==> config.mk <==
export PLATFORM = sky130hd
export DESIGN_NAME = ecall_controller
export DESIGN_NICKNAME = d
export VERILOG_FILES = /design/src/rtl/ecall_controller.sv
export SDC_FILE = /design/constraint.sdc
export NUM_CORES = 1
export LEC_CHECK = 0
export BUFFER_PORTS_ARGS = -buffer_cell sky130_fd_sc_hd__buf_4
export CELL_PAD_IN_SITES_DETAIL_PLACEMENT = 0
export CELL_PAD_IN_SITES_GLOBAL_PLACEMENT = 1
export CORE_MARGIN = 1.5
export CORE_UTILIZATION = 26
export DETAILED_ROUTE_END_ITERATION = 10
export GPL_TIMING_DRIVEN = 0
export PLACE_DENSITY_LB_ADDON = 0.25
export SYNTH_ARGS = -nofsm -noshare
export SYNTH_HDL_FRONTEND = slang
export SYNTH_SLANG_ARGS = --single-unit
export TNS_END_PERCENT = 1
==> constraint.sdc <==
create_clock -name clk -period 2.3 [get_ports clk]
set_clock_uncertainty 0.2 [all_clocks]
set_input_delay 0.46 -clock clk [delete_from_list [all_inputs] [get_ports clk]]
set_output_delay 0.46 -clock clk [all_outputs]
set_load 0.05 [all_outputs]
==> src/rtl/ecall_controller.sv <==
// ecall_controller
// Multi-cycle sequencer for environment-call service requests coming from a
// single-cycle core. When the decoder flags an ecall, the PC is frozen, the
// service code in a7 is decoded and the service is carried out:
//   a7 == 1  : print a0 on the display, wait for the confirm button
//   a7 == 5  : wait for confirm, then write the switch value into a0
//   a7 == 10 : halt the core until reset
//   a7 == 11 : restart the core (one-cycle pc_change strobe)
//   other    : no-op, the ecall simply retires
//
// Optional build macro ECALL_PRINT_TIMEOUT_EN: when defined, a print also
// releases the core on its own after PRINT_HOLD cycles without confirm.
//
// Ports:
//   clk        system clock, rising edge
//   reset      synchronous, active-high reset
//   ecall      high while the current instruction is ecall
//   a7         service code (x17)
//   a0         service argument (x10)
//   io_input   switch value
//   confirm    debounced single-cycle button pulse
//   stall      freezes PC update (combinational)
//   rf_we      register-file side-write enable (one-cycle pulse)
//   rf_waddr   side-write address
//   rf_wdata   side-write data
//   disp_en    display-valid flag
//   disp_data  value shown on the display
//   led_out    status LEDs: [7] read pending, [0] halted, [6:1] always 0
//   pc_change  one-cycle PC restart strobe
//   halted     core halted

module ecall_controller #(
    parameter int PRINT_HOLD = 50000000,
    parameter int CNT_W      = 26,
    parameter int A0_IDX     = 10
) (
    input  logic        clk,
    input  logic        reset,
    input  logic        ecall,
    input  logic [31:0] a7,
    input  logic [31:0] a0,
    input  logic [31:0] io_input,
    input  logic        confirm,
    output logic        stall,
    output logic        rf_we,
    output logic [4:0]  rf_waddr,
    output logic [31:0] rf_wdata,
    output logic        disp_en,
    output logic [31:0] disp_data,
    output logic [7:0]  led_out,
    output logic        pc_change,
    output logic        halted
);

    typedef enum logic [2:0] {
        IDLE,
        PRINT,
        READ,
        HALT,
        RESTART,
        DONE
    } state_t;

    state_t state;
    state_t next_state;

    logic   led_read;
    logic   led_halt;

    // The timeout counter must be able to hold PRINT_HOLD-1.
    generate
        if (64'(PRINT_HOLD) >= (64'd1 << CNT_W)) begin : g_bad_cfg
            $error("ecall_controller: CNT_W too small for PRINT_HOLD");
        end
    endgenerate

`ifdef ECALL_PRINT_TIMEOUT_EN
    logic [CNT_W-1:0] print_cnt;
    logic             print_timeout;

    assign print_timeout = (print_cnt == CNT_W'(PRINT_HOLD - 1));

    // Counter sits at zero outside PRINT so it starts from zero on every
    // entry, then counts each PRINT cycle.
    always_ff @(posedge clk) begin
        if (reset) begin
            print_cnt <= '0;
        end else if (state == PRINT) begin
            print_cnt <= print_cnt + 1'b1;
        end else begin
            print_cnt <= '0;
        end
    end
`endif

    // State register.
    always_ff @(posedge clk) begin
        if (reset) begin
            state <= IDLE;
        end else begin
            state <= next_state;
        end
    end

    // Next-state decode. The service code is decoded in the same IDLE cycle
    // that sees ecall; DONE ignores ecall so the same instruction cannot
    // retrigger while the PC steps past it.
    always_comb begin
        next_state = state;
        case (state)
            IDLE: begin
                if (ecall) begin
                    case (a7)
                        32'd1:   next_state = PRINT;
                        32'd5:   next_state = READ;
                        32'd10:  next_state = HALT;
                        32'd11:  next_state = RESTART;
                        default: next_state = DONE;
                    endcase
                end
            end
            PRINT: begin
                if (confirm) begin
                    next_state = DONE;
                end
`ifdef ECALL_PRINT_TIMEOUT_EN
                else if (print_timeout) begin
                    next_state = DONE;
                end
`endif
            end
            READ: begin
                if (confirm) begin
                    next_state = DONE;
                end
            end
            HALT:    next_state = HALT;
            RESTART: next_state = IDLE;
            DONE:    next_state = IDLE;
            default: next_state = IDLE;
        endcase
    end

    // Stall covers the decode cycle itself so the PC never moves past an
    // ecall before the service has been chosen.
    assign stall = ((state == IDLE) && ecall) ||
                   (state == PRINT) || (state == READ) || (state == HALT);

    assign led_out = {led_read, 6'b000000, led_halt};

    // Registered side effects. Entry effects are keyed on the IDLE decode so
    // they are visible in the first cycle of the service state; the read
    // write-back fires on the confirm edge and is therefore seen in DONE.
    always_ff @(posedge clk) begin
        if (reset) begin
            rf_we     <= 1'b0;
            rf_waddr  <= '0;
            rf_wdata  <= '0;
            disp_en   <= 1'b0;
            disp_data <= '0;
            led_read  <= 1'b0;
            led_halt  <= 1'b0;
            pc_change <= 1'b0;
            halted    <= 1'b0;
        end else begin
            rf_we     <= 1'b0;
            rf_waddr  <= '0;
            rf_wdata  <= '0;
            pc_change <= (state == IDLE) && (next_state == RESTART);

            if ((state == IDLE) && (next_state == PRINT)) begin
                disp_data <= a0;
                disp_en   <= 1'b1;
            end

            if ((state == IDLE) && (next_state == READ)) begin
                led_read <= 1'b1;
            end

            if ((state == IDLE) && (next_state == HALT)) begin
                led_halt <= 1'b1;
                halted   <= 1'b1;
            end

            if ((state == READ) && confirm) begin
                rf_we    <= 1'b1;
                rf_waddr <= 5'(A0_IDX);
                rf_wdata <= io_input;
                led_read <= 1'b0;
            end
        end
    end

endmodule

==> qor.csv, run 1 <==
metric;value;unit
p_total;3.07;mW
die_h;105;um
ctsHoldBuffers;0;
drv_cap;0;
rows;37;
gr-total-overflow;0;
cp-end-kind;flip-flop;
stdcell_count;612;
routabilityCongestion;0.721;
cts_tree;yes;
finalHoldViolations;0;
cpPeakStageDelay;0.58;ns
hold_start;io_input[27];
vias;2481;
cts_buffers;9;
period_needed;2.24;ns
switchingPower;920;uW
peakVddDrop;0.274;mV
status;finished clean;
place.port_buffers;172;
rsz0062_at_grt;yes;
synth.yosys.warnings;0;
antenna_cells;0;
synthCells;277;
synth_area;0.00272;mm2
p_leak;2.13;nW
grt_max_degree;14;
fillCellCount;1008;
cp-start-kind;input pin;
finalSetupViolCount;0;
worst-slew-pin-transition;0.664;ns
finalNetCount;571;
die_area;0.0111;mm2
place.detailed.hpwl;5550;um
worstHoldPathType;input pin to flip-flop;
criticalPathCategory;input pin to flip-flop;
seq_area_frac_synth;53.0;%
path_max_fanout;10;
syn_area_per_cell;9.82;um2
clock-sinks;72;
routed_wl;7110;um
grt_pass1_wl;11300;um
slew_viol_final;0;
cp.arrival;2.27;ns
htreeDepth;3;
synth-seq-cells;72;
cts.clk_slew.worst_paths;0.08;ns
cts_root_buffer;clkbuf_8;
synth_cell_types;33;
fmax;447;MHz
cellInternalPower;2.15;mW
ant_nets;0;
track_usage;12.8;%
final.period_utilization;97.3;%
io_pins;182;
wl_per_cell;11.6;um
p_seq_share;43.6;%
timing.rr.start;state[0]$_SDFF_PP0_;
core;0.0102;mm2
crit_chain;buf_4, or4_4, a2111oi_2, o21ai_2, o2111a_1, buf_6, buf_12, o21a_1;
pwr-share-clk;33.3;%
start_util;26.6;%
die_width;105;um
slowest_stage;or4_4;
antenna_found_initial;0;
vias_per_cell;4.05;
power_density;688;mW/mm2
grt_pass1_vias;2469;
r2r_cells;9;
placed_cells;593;
clk_latency;0.33;ns
hold_slack;0.117;ns
finalSetupTns;0;ns
combPwrFrac;23.2;%
clk_path_buf_depth;2;
max-slew-margin-rel;55.4;%
drcViolationCount;0;
r2r_end;disp_en$_SDFFE_PP0P_;
p_sw_share;30.0;%
drt_iter0_drc;78;
min_path_cells;2;
hold_end;rf_wdata[27]$_SDFF_PP0_;
syn_to_final_growth;63.8;%
first_pass_iters;4;
critPathRequiredTime;2.33;ns
layout-drive-gt1-share;45.0;%
r2r_setup_slack;0.23;ns
-- logic make-up (layout without fill, tap and decap cells) --
logic type	after synthesis	count (layout)	synth area share, %
AO/OA/AOI/OAI	15	15	4.23
XOR/XNOR	1	1	0.322
buffers and inverters	33	224	8.41
flip-flops	72	72	53.0
multiplexers	33	33	12.1
other	1	9	0.138
AND/OR/NAND/NOR	122	122	21.8
-- cell usage after synthesis --
| cell | instances | area [um2] |
|---|---|---|
| buf_6 | 1 | 11.3 |
| nand2_1 | 68 | 255 |
| o21ai_2 | 1 | 8.76 |
| inv_1 | 4 | 15.0 |
| and2_1 | 32 | 200 |
| o2111ai_1 | 1 | 8.76 |
| inv_2 | 1 | 3.75 |
| o21ai_0 | 3 | 15.0 |
| nor3_1 | 4 | 20.0 |
| and3_1 | 1 | 6.26 |
| o2111a_1 | 1 | 11.3 |
| o21a_1 | 1 | 7.51 |
| or4_4 | 1 | 11.3 |
| xor2_1 | 1 | 8.76 |
| nand3b_1 | 1 | 7.51 |
| nand4_1 | 2 | 12.5 |
| buf_4 | 13 | 97.6 |
| mux2i_1 | 33 | 330 |
| conb_1 | 1 | 3.75 |
| a2111oi_2 | 1 | 15.0 |
| a211oi_1 | 1 | 7.51 |
| buf_12 | 3 | 60.1 |
| dfxtp_1 | 72 | 1440 |
| nand3_1 | 1 | 5.00 |
| nor2_1 | 2 | 7.51 |
| nor4_1 | 7 | 43.8 |
| clkbuf_1 | 11 | 41.3 |
| nor3b_1 | 1 | 7.51 |
| nor2b_1 | 1 | 6.26 |
| o221a_1 | 1 | 11.3 |
| a21oi_1 | 4 | 20.0 |
| nor4bb_1 | 1 | 10.0 |
| o211a_1 | 1 | 10.0 |
-- routing by layer --
layer  vias up  global-route usage, %  part of all wire, %
met1      1079                   14.6                   42
met3        12                   6.25                   12
li1       1273                      -                    -
met4         0                   5.97                  1.8
met2       117                   20.0                   45
met5         -                      0                    0
-- final cells by class --
cell class / instances / area (um2) / area share, %
Buffer: 28 / 210 / 4.72
Clock inverter: 6 / 67.6 / 1.52
Timing Repair Buffer: 175 / 1310 / 29.5
Clock buffer: 10 / 138 / 3.09
Sequential cell: 72 / 1440 / 32.3
Multi-Input combinational cell: 180 / 1100 / 24.6
Tap cell: 136 / 170 / 3.82
Inverter: 5 / 18.8 / 0.421
-- worst max-delay path by stage --
stage	to	cells past startpoint	startpoint	slack [ns]
4_1_cts	disp_en$_SDFFE_PP0P_	8	a7[5]	0.05
3_3_place_gp	disp_data[3]$_SDFFE_PP0P_	8	a7[5]	-0.42
3_5_place_dp	disp_data[8]$_SDFFE_PP0P_	8	a7[5]	-0.43
5_1_grt	disp_data[25]$_SDFFE_PP0P_	9	a7[5]	-0.04
6_report	disp_en$_SDFFE_PP0P_	8	a7[5]	0.06
2_1_floorplan	disp_data[10]$_SDFFE_PP0P_	8	a7[5]	-0.09
-- registers in the layout, summed over array words and instances (netlist names) --
| name | flops |
|---|---|
| disp_data | 32 |
| disp_en | 1 |
| led_halt | 1 |
| led_read | 1 |
| pc_change | 1 |
| rf_waddr | 1 |
| rf_wdata | 32 |
| state | 3 |
-- through the flow --
step	setup WS (ns)	area, um2	utilization (%)
6_report	0.0616	4460	43.6
5_1_grt	-0.0444	4460	43.6
4_1_cts	0.0453	4440	43.4
3_5_place_dp	-0.428	4220	41.2
3_3_place_gp	-0.419	4220	41.2
2_1_floorplan	-0.0866	2760	-
-- placed cells by master (no fill, tap or decap), types with 2 or more instances in the layout --
cell / instances
nor4_1: 7
inv_1: 4
dfxtp_1: 72
o21ai_0: 2
conb_1: 9
clkbuf_1: 11
buf_4: 188
mux2i_1: 33
nand4_1: 2
buf_12: 3
nor3_1: 3
clkinvlp_4: 2
nor2_1: 2
nand2_1: 68
a21oi_1: 4
clkbuf_8: 10
and2_1: 32
-- critical path: cells and delay by family --
family / cells / cell delay, ns
buffers and inverters: 3 / 0.40
AOI/OAI and AO/OA: 4 / 0.83
and+or+nand+nor: 1 / 0.58
-- what timing repair did --
action / in CTS / in global routing
gates resized for setup: 1 / 1
buffers inserted: 1 / 2
setup endpoints to repair: 29 / 24
pin swaps: 1 / 1
-- power groups by stage --
stage | registers (mW) | logic, mW | clock network [mW]
after global routing | 1.34 | 0.753 | 1.12
after floorplan | 1.55 | 0.251 | 0
after detailed placement | 1.37 | 0.703 | 0
after CTS | 1.34 | 0.709 | 1.07
after global placement | 1.36 | 0.700 | 0
final | 1.34 | 0.711 | 1.02
(Power assumes the default switching activity.)
==> run 2: changes to the inputs <==
Settings changed: BUFFER_PORTS_ARGS -buffer_cell sky130_fd_sc_hd__buf_4 to unset, CORE_UTILIZATION 26 to 46, DONT_BUFFER_PORTS set to 1.
Clock period 2.3 ns to 2.8 ns, I/O delays scaled along.
==> run 2 against run 1 <==
  * Non-clock buffer count fell by 175
  * Routed wire length fell by 18%
  * Sequential power fell by 6%
  * Sequential share of layout area rose by 14 points
  * Setup slack improved by 0.28 ns
  * First-iteration DRC count rose by 47%
  * Worst hold slack got worse by 0.043 ns
  * Clock power fell by 4%
  * Total power fell by 19%
  * Flip-flop and latch count did not move
  * Die area fell by 42%
  * Utilization rose by 11 points
==> qor.csv, run 2 (synthesized netlist as in run 1, its figures left out) <==
metric;value;unit;change
finalSetupViolCount;0;;unchanged
ant_nets;0;;unchanged
clk_latency;0.35;ns;+0.02 ns
cp-end-kind;output port;;
place.port_buffers;0;;-100%
vias;1907;;-23%
wl_per_cell;15.6;um;+34%
cp.arrival;1.70;ns;-0.57 ns
grt_util_met3;9.37;%;+3.1 points
finalSetupTns;0;ns;unchanged
max-slew-margin-rel;40.5;%;-15 points
place.detailed.hpwl;4460;um;-20%
hold_slack;0.0733;ns;-0.0433 ns
met2_usage;27.7;%;+7.7 points
vias_per_cell;5.11;;+26%
start_util;48.5;%;+22 points
layout_common_cells;dfxtp_1 (72), nand2_1 (68), mux2i_1 (33);;
drcViolationCount;0;;unchanged
cts_tree;yes;;
htreeDepth;3;;unchanged
die_area;0.00639;mm2;-42%
ctsHoldBuffers;0;;unchanged
cts.clk_slew.worst_paths;0.08;ns;about the same
grt_max_degree;14;;unchanged
rsz0062_at_grt;no;;
top_usage_layer;met2;;
worstHoldPathType;input pin to flip-flop;;
clock-sinks;72;;unchanged
first_pass_iters;4;;unchanged
criticalPathCategory;flip-flop to output port;;
cts_resized;0;;-1
period_needed;2.46;ns;
drt_iter0_drc;115;;+47%
antenna_found_initial;0;;unchanged
cts_buffers;9;;unchanged
slowest_stage;nor2_1;;
finalNetCount;396;;-31%
crit_chain;clkbuf_1, nor3_1, nor2_1;;
syn_to_final_growth;13.4;%;
routed_wl;5820;um;-18%
antenna_cells;0;;unchanged
die_width;79.9;um;-24%
power_density;801;mW/mm2;+16%
rows;27;;-27%
worst-slew-pin-transition;0.889;ns;+0.224 ns
p_leak;1.25;nW;-41%
grt_pass1_wl;8630;um;-24%
cts_root_buffer;clkbuf_8;;
core;0.00561;mm2;-45%
top_regs;disp_data: 32 flops, rf_wdata: 32 flops, state: 3 flops;;
finalHoldViolations;0;;unchanged
gr-total-overflow;0;;unchanged
layout-drive-gt1-share;12.3;%;-33 points
fmax;407;MHz;
fillCellCount;513;;-49%
slew_viol_final;0;;unchanged
drv_cap;0;;unchanged
met1_usage;21.1;%;+6.5 points
peakVddDrop;0.375;mV;+37%
cpPeakStageDelay;0.68;ns;+0.10 ns
track_usage;18.3;%;+5.6 points
grt_pass1_vias;1843;;-25%
critPathRequiredTime;2.04;ns;-0.29 ns
multi_input_area;0.00108;mm2;-1.6%
final.period_utilization;87.8;%;
final_common_cell;dfxtp_1;;
seq_area;0.00144;mm2;unchanged
path_max_fanout;7;;-3
cp-start-kind;flip-flop;;
status;finished clean;;
routabilityCongestion;0.808;;+12%
postCtsSetupRepairBufs;0;;-1
io_pins;182;;unchanged
clk_path_buf_depth;2;;unchanged
die_h;79.9;um;-24%
-- run 2: changes by cell type in the layout (fill, tap and decap cells not counted), sizes merged --
cell,before,now
buf,192,17
bufinv,1,3
clkbuf,21,20
clkinv,2,3
clkinvlp,2,1
inv,6,5
-- run 2: metal layers --
| metal | wire length, um | part of all wire (%) |
|---|---|---|
| met5 | 0 | 0 |
| met4 | 104 | 1.8 |
| met3 | 721 | 12 |
| met2 | 2710 | 47 |
| met1 | 2270 | 39 |
-- run 2: final cells by class --
class / instances / area share, %
flip-flops and latches: 72 / 46.7
clock inverters: 7 / 3.89
multi-input cells: 180 / 35.0
well taps: 72 / 2.92
inverters: 5 / 0.608
plain buffers: 28 / 6.81
clock buffers: 9 / 4.01
-- run 2: power by group --
part	leakage [nW]	total (mW)	internal [mW]	switching [mW]
registers	0.584	1.26	1.07	0.191
logic	0.548	0.231	0.102	0.129
clock network	0.119	0.978	0.592	0.385
-- run 2: final timing paths --
path                                       startpoint                    endpoint  slack, ns  cells after the start
worst max-delay path              state[0]$_SDFF_PP0_                       stall       0.34                      3
worst min register to register  led_read$_SDFFE_PP0P_       led_read$_SDFFE_PP0P_       0.33                      1
worst min-delay path                            reset         state[1]$_SDFF_PP0_       0.07                      1
worst max register to register    state[0]$_SDFF_PP0_  disp_data[23]$_SDFFE_PP0P_       0.70                      8
-- run 2: stage by stage --
step,util [%],setup slack [ns],cells,power [mW],area (um2)
after floorplan,-,0.259,285,1.48,2750
after global placement,50.7,0.103,357,1.52,2840
after detailed placement,50.7,0.0582,357,1.52,2840
after CTS,55.0,0.332,373,2.49,3090
after global routing,55.0,0.266,373,2.58,3090
final,55.0,0.342,373,2.47,3090
-- run 2: worst max-delay path: cells and delay by family, from the launching register on --
| family | cells | cell delay, ns |
|---|---|---|
| buffers and inverters | 1 | 0.27 |
| DFF | 1 | 0.31 |
| and+or+nand+nor | 2 | 0.77 |
